<file path="src/rtl/div_rem_unit.sv">
// div_rem_unit: iterative radix-2 restoring divider for the RV32IM EX stage.
// Handles DIV/DIVU/REM/REMU with RISC-V M-extension semantics, including
// divide-by-zero and signed overflow, through a start/busy/done handshake.
//
// Ports:
//   clk         rising-edge clock
//   reset_n     asynchronous active-low reset
//   start       request, sampled only while idle
//   alu_opcode  5'b01100 DIV, 5'b01101 DIVU, 5'b01110 REM, 5'b01111 REMU
//   operand_a   dividend (rs1)
//   operand_b   divisor (rs2)
//   flush       abort any in-flight operation (branch/jump squash)
//   busy        operation in progress (pipeline stall)
//   done        one-cycle pulse, result valid
//   result      quotient or remainder, held until the next done
//
// Optional feature: define DIV_EARLY_OUT_EN to complete in one cycle when
// |B| > |A| (quotient 0, remainder A).
module div_rem_unit (
  input  logic        clk,
  input  logic        reset_n,
  input  logic        start,
  input  logic [4:0]  alu_opcode,
  input  logic [31:0] operand_a,
  input  logic [31:0] operand_b,
  input  logic        flush,
  output logic        busy,
  output logic        done,
  output logic [31:0] result
);

  localparam int unsigned XLEN  = 32;
  localparam int unsigned CNT_W = 5;
  localparam int unsigned REM_W = XLEN + 1;

  localparam logic [XLEN-1:0]  INT_MIN   = 32'h8000_0000;
  localparam logic [CNT_W-1:0] LAST_ITER = 5'd31;

  typedef enum logic [1:0] {
    S_IDLE,
    S_CALC,
    S_FINISH
  } state_t;

  state_t            state;
  logic [CNT_W-1:0]  cnt;
  logic [REM_W-1:0]  rem_q;
  logic [XLEN-1:0]   quo_q;
  logic [XLEN-1:0]   div_q;
  logic              op_rem_q;
  logic              neg_quo_q;
  logic              neg_rem_q;

  // Request decode: the four divide opcodes share the prefix 3'b011.
  logic            op_valid;
  logic            op_signed;
  logic            op_rem;
  logic [XLEN-1:0] a_abs;
  logic [XLEN-1:0] b_abs;
  logic            is_div_zero;
  logic            is_overflow;

  assign op_valid    = (alu_opcode[4:2] == 3'b011);
  assign op_signed   = ~alu_opcode[0];
  assign op_rem      = alu_opcode[1];
  // |INT_MIN| wraps to 32'h80000000, which is correct read as unsigned.
  assign a_abs       = (op_signed && operand_a[XLEN-1]) ? XLEN'(XLEN'(0) - operand_a) : operand_a;
  assign b_abs       = (op_signed && operand_b[XLEN-1]) ? XLEN'(XLEN'(0) - operand_b) : operand_b;
  assign is_div_zero = (operand_b == '0);
  assign is_overflow = op_signed && (operand_a == INT_MIN) && (operand_b == '1);

  // One restoring step: shift {rem, quo} left and trial-subtract |B|.
  // Computed one bit wider than the shifted remainder so bit 33 is a true sign.
  logic [REM_W:0]  shifted;
  logic [REM_W:0]  trial;
  logic            trial_ok;

  assign shifted  = {rem_q, quo_q[XLEN-1]};
  assign trial    = shifted - {2'b00, div_q};
  assign trial_ok = ~trial[REM_W];

  // Sign fix-up of the unsigned magnitudes for the final result.
  logic [XLEN-1:0] quo_fin;
  logic [XLEN-1:0] rem_fin;

  assign quo_fin = neg_quo_q ? XLEN'(XLEN'(0) - quo_q) : quo_q;
  assign rem_fin = neg_rem_q ? XLEN'(XLEN'(0) - rem_q[XLEN-1:0]) : rem_q[XLEN-1:0];

  // Control FSM with registered outputs.
  always_ff @(posedge clk or negedge reset_n) begin
    if (!reset_n) begin
      state     <= S_IDLE;
      cnt       <= '0;
      rem_q     <= '0;
      quo_q     <= '0;
      div_q     <= '0;
      op_rem_q  <= 1'b0;
      neg_quo_q <= 1'b0;
      neg_rem_q <= 1'b0;
      busy      <= 1'b0;
      done      <= 1'b0;
      result    <= '0;
    end else begin
      done <= 1'b0;
      if (flush) begin
        state <= S_IDLE;
        busy  <= 1'b0;
      end else begin
        case (state)
          S_IDLE: begin
            if (start && op_valid) begin
              if (is_div_zero) begin
                result <= op_rem ? operand_a : '1;
                done   <= 1'b1;
              end else if (is_overflow) begin
                result <= op_rem ? '0 : INT_MIN;
                done   <= 1'b1;
`ifdef DIV_EARLY_OUT_EN
              end else if (b_abs > a_abs) begin
                result <= op_rem ? operand_a : '0;
                done   <= 1'b1;
`endif
              end else begin
                rem_q     <= '0;
                quo_q     <= a_abs;
                div_q     <= b_abs;
                op_rem_q  <= op_rem;
                neg_quo_q <= op_signed && (operand_a[XLEN-1] ^ operand_b[XLEN-1]);
                neg_rem_q <= op_signed && operand_a[XLEN-1];
                cnt       <= LAST_ITER;
                busy      <= 1'b1;
                state     <= S_CALC;
              end
            end
          end

          S_CALC: begin
            if (trial_ok) begin
              rem_q <= trial[REM_W-1:0];
              quo_q <= {quo_q[XLEN-2:0], 1'b1};
            end else begin
              rem_q <= shifted[REM_W-1:0];
              quo_q <= {quo_q[XLEN-2:0], 1'b0};
            end
            if (cnt == '0) begin
              state <= S_FINISH;
            end else begin
              cnt <= cnt - CNT_W'(1);
            end
          end

          S_FINISH: begin
            result <= op_rem_q ? rem_fin : quo_fin;
            done   <= 1'b1;
            busy   <= 1'b0;
            state  <= S_IDLE;
          end

          default: begin
            busy  <= 1'b0;
            state <= S_IDLE;
          end
        endcase
      end
    end
  end

endmodule

</file>
<file path="config.mk">
export PLATFORM = sky130hd
export DESIGN_NAME = div_rem_unit
export DESIGN_NICKNAME = d
export VERILOG_FILES = /design/src/rtl/div_rem_unit.sv
export SDC_FILE = /design/constraint.sdc
export NUM_CORES = 1
export LEC_CHECK = 0
export BUFFER_PORTS_ARGS = -buffer_cell sky130_fd_sc_hd__buf_2
export CAP_MARGIN = 10
export CORE_MARGIN = 4
export CORE_UTILIZATION = 55
export CTS_CLUSTER_DIAMETER = 200
export DETAILED_ROUTE_END_ITERATION = 7
export GPL_TIMING_DRIVEN = 0
export PLACE_DENSITY = 0.81
export RECOVER_POWER = 100
export SLEW_MARGIN = 15
export SYNTH_ARGS = -nofsm -noshare
export SYNTH_HDL_FRONTEND = slang
export SYNTH_SLANG_ARGS = --single-unit
</file>
<file path="constraint.sdc">
create_clock -name clk -period 3.1 [get_ports clk]
set_input_delay 0.31 -clock clk [delete_from_list [all_inputs] [get_ports clk]]
set_output_delay 0.31 -clock clk [all_outputs]
set_load 0.01 [all_outputs]
</file>
==> results of run 1 <==
-- synth_stat cells (all sizes together) (7+ instances only) --
cell type | count | share of area (%)
nand2 | 158 | 5.4
o21ai | 149 | 6.8
dfrtp | 141 | 32
nor2 | 136 | 4.7
a21oi | 128 | 5.9
xnor2 | 78 | 6.3
xor2 | 66 | 5.3
clkbuf | 60 | 2.1
inv | 54 | 1.9
ha | 39 | 4.5
o31ai | 37 | 2.5
nor2b | 24 | 1.4
o41ai | 23 | 1.8
a31oi | 21 | 1.2
o211ai | 21 | 1.4
nor3 | 20 | 0.92
nand4 | 18 | 1.0
nand2b | 17 | 0.98
nand3 | 16 | 0.73
nor4 | 16 | 1.1
a211oi | 15 | 1.0
buf | 15 | 0.70
or3 | 15 | 0.91
or4 | 15 | 1.0
a21o | 13 | 0.90
o21a | 8 | 0.55
mux2i | 7 | 0.64
-- flip-flops by register name, indices dropped and copies added, names as in the netlist, 2 cells and up --
name,flops
rem_q,33
quo_q,32
cnt,5
div_q,32
result,32
state,2
-- worst max-delay path, stage by stage (launching register included) --
cell,delay [ps]
dfrtp_2,450
ha_4,310
nand4_1,110
or2_1,270
or3b_4,390
or3_1,310
or3_1,320
o2111a_2,220
or2_4,250
or4_1,390
nand4_1,90
-- layout by cell type (no fill, tap or decap), types with 18 or more instances in the layout --
master and n:
a21oi_1 113, dfrtp_1 128, nor3_1 18, nand2_1 157, o41ai_1 19, nand4_1 18
inv_1 51, clkbuf_16 22, xnor2_1 78, nor2_1 135, ha_1 25, clkbuf_1 73
o21ai_0 129, o211ai_1 21, o31ai_1 35, xor2_1 66, buf_4 33, buf_2 73
-- through the flow --
stage	setup slack [ps]	cell area [um2]	util, %
CTS	-3.75	12800	65.9
global route	-165	13500	69.3
floorplan	-2.35	11000	-
global placement	-1040	11800	60.8
finish	-91.9	13500	69.3
detailed placement	-1090	11900	61.1
-- path summary, 6_finish.rpt --
check | depth (start not counted) | end | slack [ps]
max | 10 | rem_q[32]$_DFFE_PN0P_ | -90
min in group asynchronous | 2 | done$_DFF_PN0_ | 780
min | 3 | quo_q[0]$_DFFE_PN0P_ | 190
max reg2reg | 10 | rem_q[32]$_DFFE_PN0P_ | -90
min reg2reg | 2 | result[24]$_DFFE_PN0P_ | 470
max in group asynchronous | 3 | rem_q[14]$_DFFE_PN0P_ | 1180
-- per-layer routing --
metal | vias up | routed length [um] | global-route usage, %
met5 | - | 0 | 0
met4 | 0 | 1780 | 13.4
met3 | 149 | 3390 | 5.89
met2 | 681 | 17000 | 52.5
met1 | 5432 | 14300 | 40.2
li1 | 5292 | - | -
-- repair_timing --
item                       in CTS  in global routing
setup buffers                  17                 16
gates cloned                    0                  6
setup endpoints to repair     138                138
gates resized for setup        60                165
hold endpoints to repair       60                  0
hold buffers                    1                  0
pin swaps                      10                 28
-- area by class of cell --
| type | instances | share of cell area [%] |
|---|---|---|
| Timing Repair Buffer | 147 | 6.84 |
| Clock buffer | 21 | 3.49 |
| Multi-Input combinational cell | 1116 | 55.2 |
| Buffer | 71 | 3.19 |
| Sequential cell | 141 | 26.3 |
| Clock inverter | 11 | 1.04 |
| Tap cell | 265 | 2.46 |
| Inverter | 54 | 1.54 |
-- cell families (layout without fill, tap and decap cells) --
| family | count (synthesis) | in the layout | share of synthesized area (%) |
|---|---|---|---|
| DFF | 141 | 141 | 32.4 |
| AOI/OAI and AO/OA | 459 | 459 | 25.8 |
| muxes | 7 | 7 | 0.643 |
| buffers and inverters | 129 | 304 | 4.63 |
| xor gates and xnor gates | 144 | 144 | 11.6 |
| adders and majority gates | 40 | 40 | 4.66 |
| and+or+nand+nor | 466 | 466 | 20.3 |
-- report_power, final --
group	switching, mW	total, mW	internal (mW)
clock network	0.812	2.14	1.32
registers	0.300	2.40	2.10
logic	1.19	2.01	0.819
==> summary.md, run 1 <==
| Metric | Value |
|---|---|
| Final ANT Viol Nets | 0 |
| Hold wc startpoint | operand_a[0] |
| Synthesized area | 10,900 um2 |
| Finished Layout Cells | 1,826 |
| CTS max path bufs | 2 |
| Via/cell ratio | 6.33 |
| Multi-input logic area | 7450 um2 |
| Reg area | 3540 um2 |
| Path type of the worst setup path | flip-flop to flip-flop |
| Gr usage total | 31.4% |
| Clock Sinks | 141 |
| Outcome | finished, violations left |
| Largest net degree at the start of global routing | 82 |
| F_max | 313 MHz |
| Final Power | 6.55 mW |
| Vias post-DR | 11,600 |
| Row count | 51 |
| Worst vdd ir | 0.000345 V |
| RD Place Congestion | 0.987 |
| Post-Synthesis Mean Instance Area | 7.86 um2 |
| Wire length per cell | 20.0 um |
| Count of input and output buffers | 105 |
| HPWL reported at the end of detailed placement | 26,000 um |
| Die Span X | 149 um |
| First-pass GRT wire length | 56,000 um |
| Violated checks | capacitance limit, slew limit, setup timing |
| I/O Pins | 107 |
| Synth cell types | 68 |
| Final WS setup | -91.9 ps |
| R2R Path Start | rem_q[22]$_DFFE_PN0P_ |
| Core ar. | 19,500 um2 |
| CTS clk-pin slew, worst paths | 60 ps |
| Pwr dens | 485 nW/um2 |
| CTS tree | built |
| DR iter-0 viols | 1,439 |
| Area Overhead vs Synth | 23.8% |
| N_diodes | 0 |
| Placed cell count | 1,758 |
| Setup TNS | -598 ps |
| Crit share post-route | 103% |
| Initial antenna violation count | 0 |
| Worst setup path startpoint | rem_q[22]$_DFFE_PN0P_ |
| Setup Skew | 10.7 ps |
| Final Max Tran Viols | 61 |
| Fillers | 1,542 |
| Min Tclk post-route | 3190 ps |
| Fin. Hold Viols | 0 |
| Pre-Repair DR Iteration Count | 8 |
| Die height | 149 um |
| Yosys reg bits | 141 |
| Grt ovf | 0 |
| Max Cap Violations | 1 |
| Die ar. | 22,100 um2 |
| Crit. End Element | flip-flop |
| CP Launch Type | flip-flop |
| Unrepaired setup endpoints after global routing | true |
| Rel. slew slack | -1.87% |
| Syn_nets | 1,499 |
| WP data required | 3470 ps |
| Inserted Clock Buffers | 17 |
| WL final | 36,500 um |
| Static leakage | 5.75 nW |
| Final #Nets | 1,661 |
| Endpoints failing setup | 22 |
| Worst-Margin Slew | 1530 ps |
| Worst-path fanout max | 6 |
| Seq/Total Area, Yosys | 32.4% |
| Share of post-route cells with drive strength above 1 | 17.9% |
| Min Hold Slack | 193 ps |
| Post-synth EDFFs | 0 |
| Vias in the first global route | 10,900 |
| Ys async rst share | 100% |
| Worst Hold Class | primary input to flip-flop |
| Cells after Synth | 1,386 |
| Skew-Pair Late Insertion Delay | 430 ps |
| Primary FF master, synth | dfrtp_1 |
| H-tree depth | 4 |
| DRC viols | 0 |
| Synth Warn # | 0 |
| Initial core utilization | 56.0% |
| Root Driver | clkbuf_16 |
| Arr. time, crit path | 3560 ps |
(Power assumes the default switching activity.)
==> inputs of run 2 (changes only) <==
--- a/config.mk
+++ b/config.mk
@@ -7,5 +7,4 @@
 export LEC_CHECK = 0
 export BUFFER_PORTS_ARGS = -buffer_cell sky130_fd_sc_hd__buf_2
-export CAP_MARGIN = 10
 export CORE_MARGIN = 4
 export CORE_UTILIZATION = 55
==> constraint.sdc (replaced) <==
create_clock -name clk -period 3.1 [get_ports clk]
set_input_delay 0.155 -clock clk [delete_from_list [all_inputs] [get_ports clk]]
set_output_delay 0.155 -clock clk [all_outputs]
set_load 0.01 [all_outputs]
==> summary.md, run 2 (synthesized netlist as in run 1, its figures left out) <==
| Metric | Value |
|---|---|
| Vias in the first global route | 10,800 (-0.31%) |
| Worst-path fanout max | 6 (unchanged) |
| RD Place Congestion | 0.987 (unchanged) |
| Grt ovf | 0 (unchanged) |
| DP Area | 11,900 um2 (unchanged) |
| Fin. Hold Viols | 0 (unchanged) |
| Via/cell ratio | 6.30 (-0.38%) |
| DRC viols | 0 (unchanged) |
| WL final | 36,000 um (-1.6%) |
| Violated checks | setup timing |
| Biggest register | rem_q |
| Max Cap Violations | 0 (-1) |
| Max reg flops | 33 (unchanged) |
| Core ar. | 19,500 um2 (unchanged) |
| Die ar. | 22,100 um2 (unchanged) |
| Clock Sinks | 141 (unchanged) |
| WP buf/inv | 0 (unchanged) |
| Path type of the worst setup path | flip-flop to flip-flop |
| Row count | 51 (unchanged) |
| Final WS setup | -102 ps (-9.90 ps) |
| Post-Layout Inst Area | 13,100 um2 (-3.0%) |
| Endpoints failing setup | 31 (+41%) |
| Combinational Power Share | 30.2% (-0.5 points) |
| Final #Nets | 1,654 (-0.42%) |
| CP Launch Type | flip-flop |
| Most common cell after layout, fill and taps aside | nand2_1 |
| Die Span X | 149 um (unchanged) |
| Rel. slew slack | 2.02% (+3.9 points) |
| Initial core utilization | 56.0% (unchanged) |
| Worst path cell trace | ha_4 > nand4_1 > or2_1 > or3b_4 > or3_1 > or3_1 > o2111a_2 > or2_4 > or4_1 > nand4_1 |
| Wire length per cell | 19.8 um (-1.2%) |
| Int Power | 4.22 mW (-0.66%) |
| Outcome | finished, violations left |
| Switching pwr | 2.29 mW (-0.49%) |
| H-tree depth | 4 (unchanged) |
| Static leakage | 5.51 nW (-4.2%) |
| Part of the power in the clock network | 32.9% (+0.3 points) |
| CTS tree | built |
| First-pass GRT wire length | 56,000 um (about the same) |
| WP data required | 3470 ps (about the same) |
| Root Driver | clkbuf_16 |
| Count of input and output buffers | 105 (unchanged) |
| Share of post-route cells with drive strength above 1 | 15.7% (-2.2 points) |
| CTS max path bufs | 2 (unchanged) |
| CTS clk-pin slew, worst paths | 60 ps (about the same) |
| I/O Pins | 107 (unchanged) |
| Sw Share | 35.2% (+0.038 points) |
| Largest net degree at the start of global routing | 82 (unchanged) |
| Worst-Margin Slew | 1470 ps (-58.3 ps) |
| Pwr dens | 497 nW/um2 (+2.5%) |
| Crit. End Element | flip-flop |
| Inserted Clock Buffers | 17 (unchanged) |
| Setup Skew | 11.7 ps (+1.06 ps) |
| Slowest cell delay on critical path | 440 ps (about the same) |
| HPWL reported at the end of detailed placement | 26,000 um (unchanged) |
| Reg area | 3550 um2 (about the same) |
| Fin util | 67.3% (-2.1 points) |
| Sequential fraction of design power | 36.8% (about the same) |
| Commonest cells after routing, fill and taps aside | nand2_1, nor2_1, o21ai_0, dfrtp_1, a21oi_1 |
| CP delay by family, top | simple AND/OR/NAND/NOR gates |
| Worst Hold Class | primary input to flip-flop |
| Fillers | 1,598 (+3.6%) |
| Gr usage total | 31.5% (+0.045 points) |
| Final ANT Viol Nets | 0 (unchanged) |
| Vias post-DR | 11,500 (-0.76%) |
| Unrepaired setup endpoints after global routing | true |
| DR iter-0 viols | 1,419 (-1.4%) |
| Initial antenna violation count | 0 (unchanged) |
| Crit share post-route | 103% (+0.32 points) |
| Min Tclk post-route | 3200 ps (+9.90 ps) |
| Final Max Tran Viols | 0 (-100%) |
| Die height | 149 um (unchanged) |
| CP max stage cell | dfrtp_2 |
| Multi-input logic area | 7300 um2 (-2.0%) |
| Arr. time, crit path | 3570 ps (about the same) |
| Skew-Pair Late Insertion Delay | 440 ps (about the same) |
| Worst vdd ir | 0.000345 V (about the same) |
| N_diodes | 0 (unchanged) |
| Pre-Repair DR Iteration Count | 8 (unchanged) |
| Area Overhead vs Synth | 20.1% |
| F_max | 312 MHz (-0.31%) |
-- run 2: power by group through the flow --
| stage | Clock [mW] | Combinational, mW | Sequential, mW |
|---|---|---|---|
| CTS | 2.13 | 1.85 | 2.38 |
| global placement | 0 | 1.72 | 2.40 |
| global route | 2.21 | 2.17 | 2.43 |
| finish | 2.14 | 1.97 | 2.40 |
| floorplan | 0 | 1.27 | 2.34 |
| detailed placement | 0 | 1.77 | 2.41 |
-- run 2: layer usage --
| metal | vias to the layer above | share of wire [%] | global-route usage (%) | routed length (um) |
|---|---|---|---|---|
| met1 | 5392 | 39 | 40.2 | 14000 |
| met5 | - | 0 | 0 | 0 |
| met4 | 0 | 4.7 | 13.0 | 1680 |
| li1 | 5286 | - | - | - |
| met2 | 646 | 47 | 53.1 | 16800 |
| met3 | 142 | 9.6 | 5.50 | 3440 |
-- run 2: final cells by class --
type / instances / share of cell area [%]
clock inverter: 11 / 1.07
timing repair buffer: 139 / 5.73
clock buffer: 21 / 3.59
inverter: 54 / 1.55
buffer: 72 / 2.69
tap: 265 / 2.53
multi-input combinational: 1116 / 55.7
sequential: 141 / 27.1
-- run 2: worst paths after layout --
path / slack [ps] / end / cells past startpoint / from
max: -100 / rem_q[32]$_DFFE_PN0P_ / 10 / rem_q[25]$_DFFE_PN0P_
min reg2reg: 470 / result[24]$_DFFE_PN0P_ / 2 / result[24]$_DFFE_PN0P_
min: 60 / result[24]$_DFFE_PN0P_ / 3 / operand_a[24]
max in group asynchronous: 460 / rem_q[14]$_DFFE_PN0P_ / 3 / reset_n
max reg2reg: -100 / rem_q[32]$_DFFE_PN0P_ / 10 / rem_q[25]$_DFFE_PN0P_
min in group asynchronous: 590 / done$_DFF_PN0_ / 2 / reset_n
-- run 2: what timing repair did --
item / CTS / global route
setup buffers: 19 / 11
endpoints found under the hold margin: 60 / 0
pin swaps: 11 / 16
gates resized for setup: 59 / 78
cloned: 1 / 1
endpoints found under the setup margin: 136 / 135
hold buffers: 1 / 0
-- run 2: worst register-to-register path: cells and delay by family, from the launching register on --
kind / cells / cell delay, ps
simple gates: 8 / 2170
compound gates: 1 / 220
flops: 1 / 440
fa+ha+maj: 1 / 310
-- run 2: stage by stage --
step | hold WS [ps] | instances | total power [mW] | TNS, ps | worst slack (ps)
after global placement | 460 | 1756 | 4.12 | -110760 | -890
after global routing | 89.8 | 1819 | 6.82 | -5880 | -219
after detailed placement | 106 | 1758 | 4.18 | -97850 | -930
after floorplan | -141 | 1386 | 3.61 | -2.35 | -2.35
final | 57.9 | 1819 | 6.51 | -971 | -102
after CTS | 61.1 | 1809 | 6.36 | -10.3 | -10.3
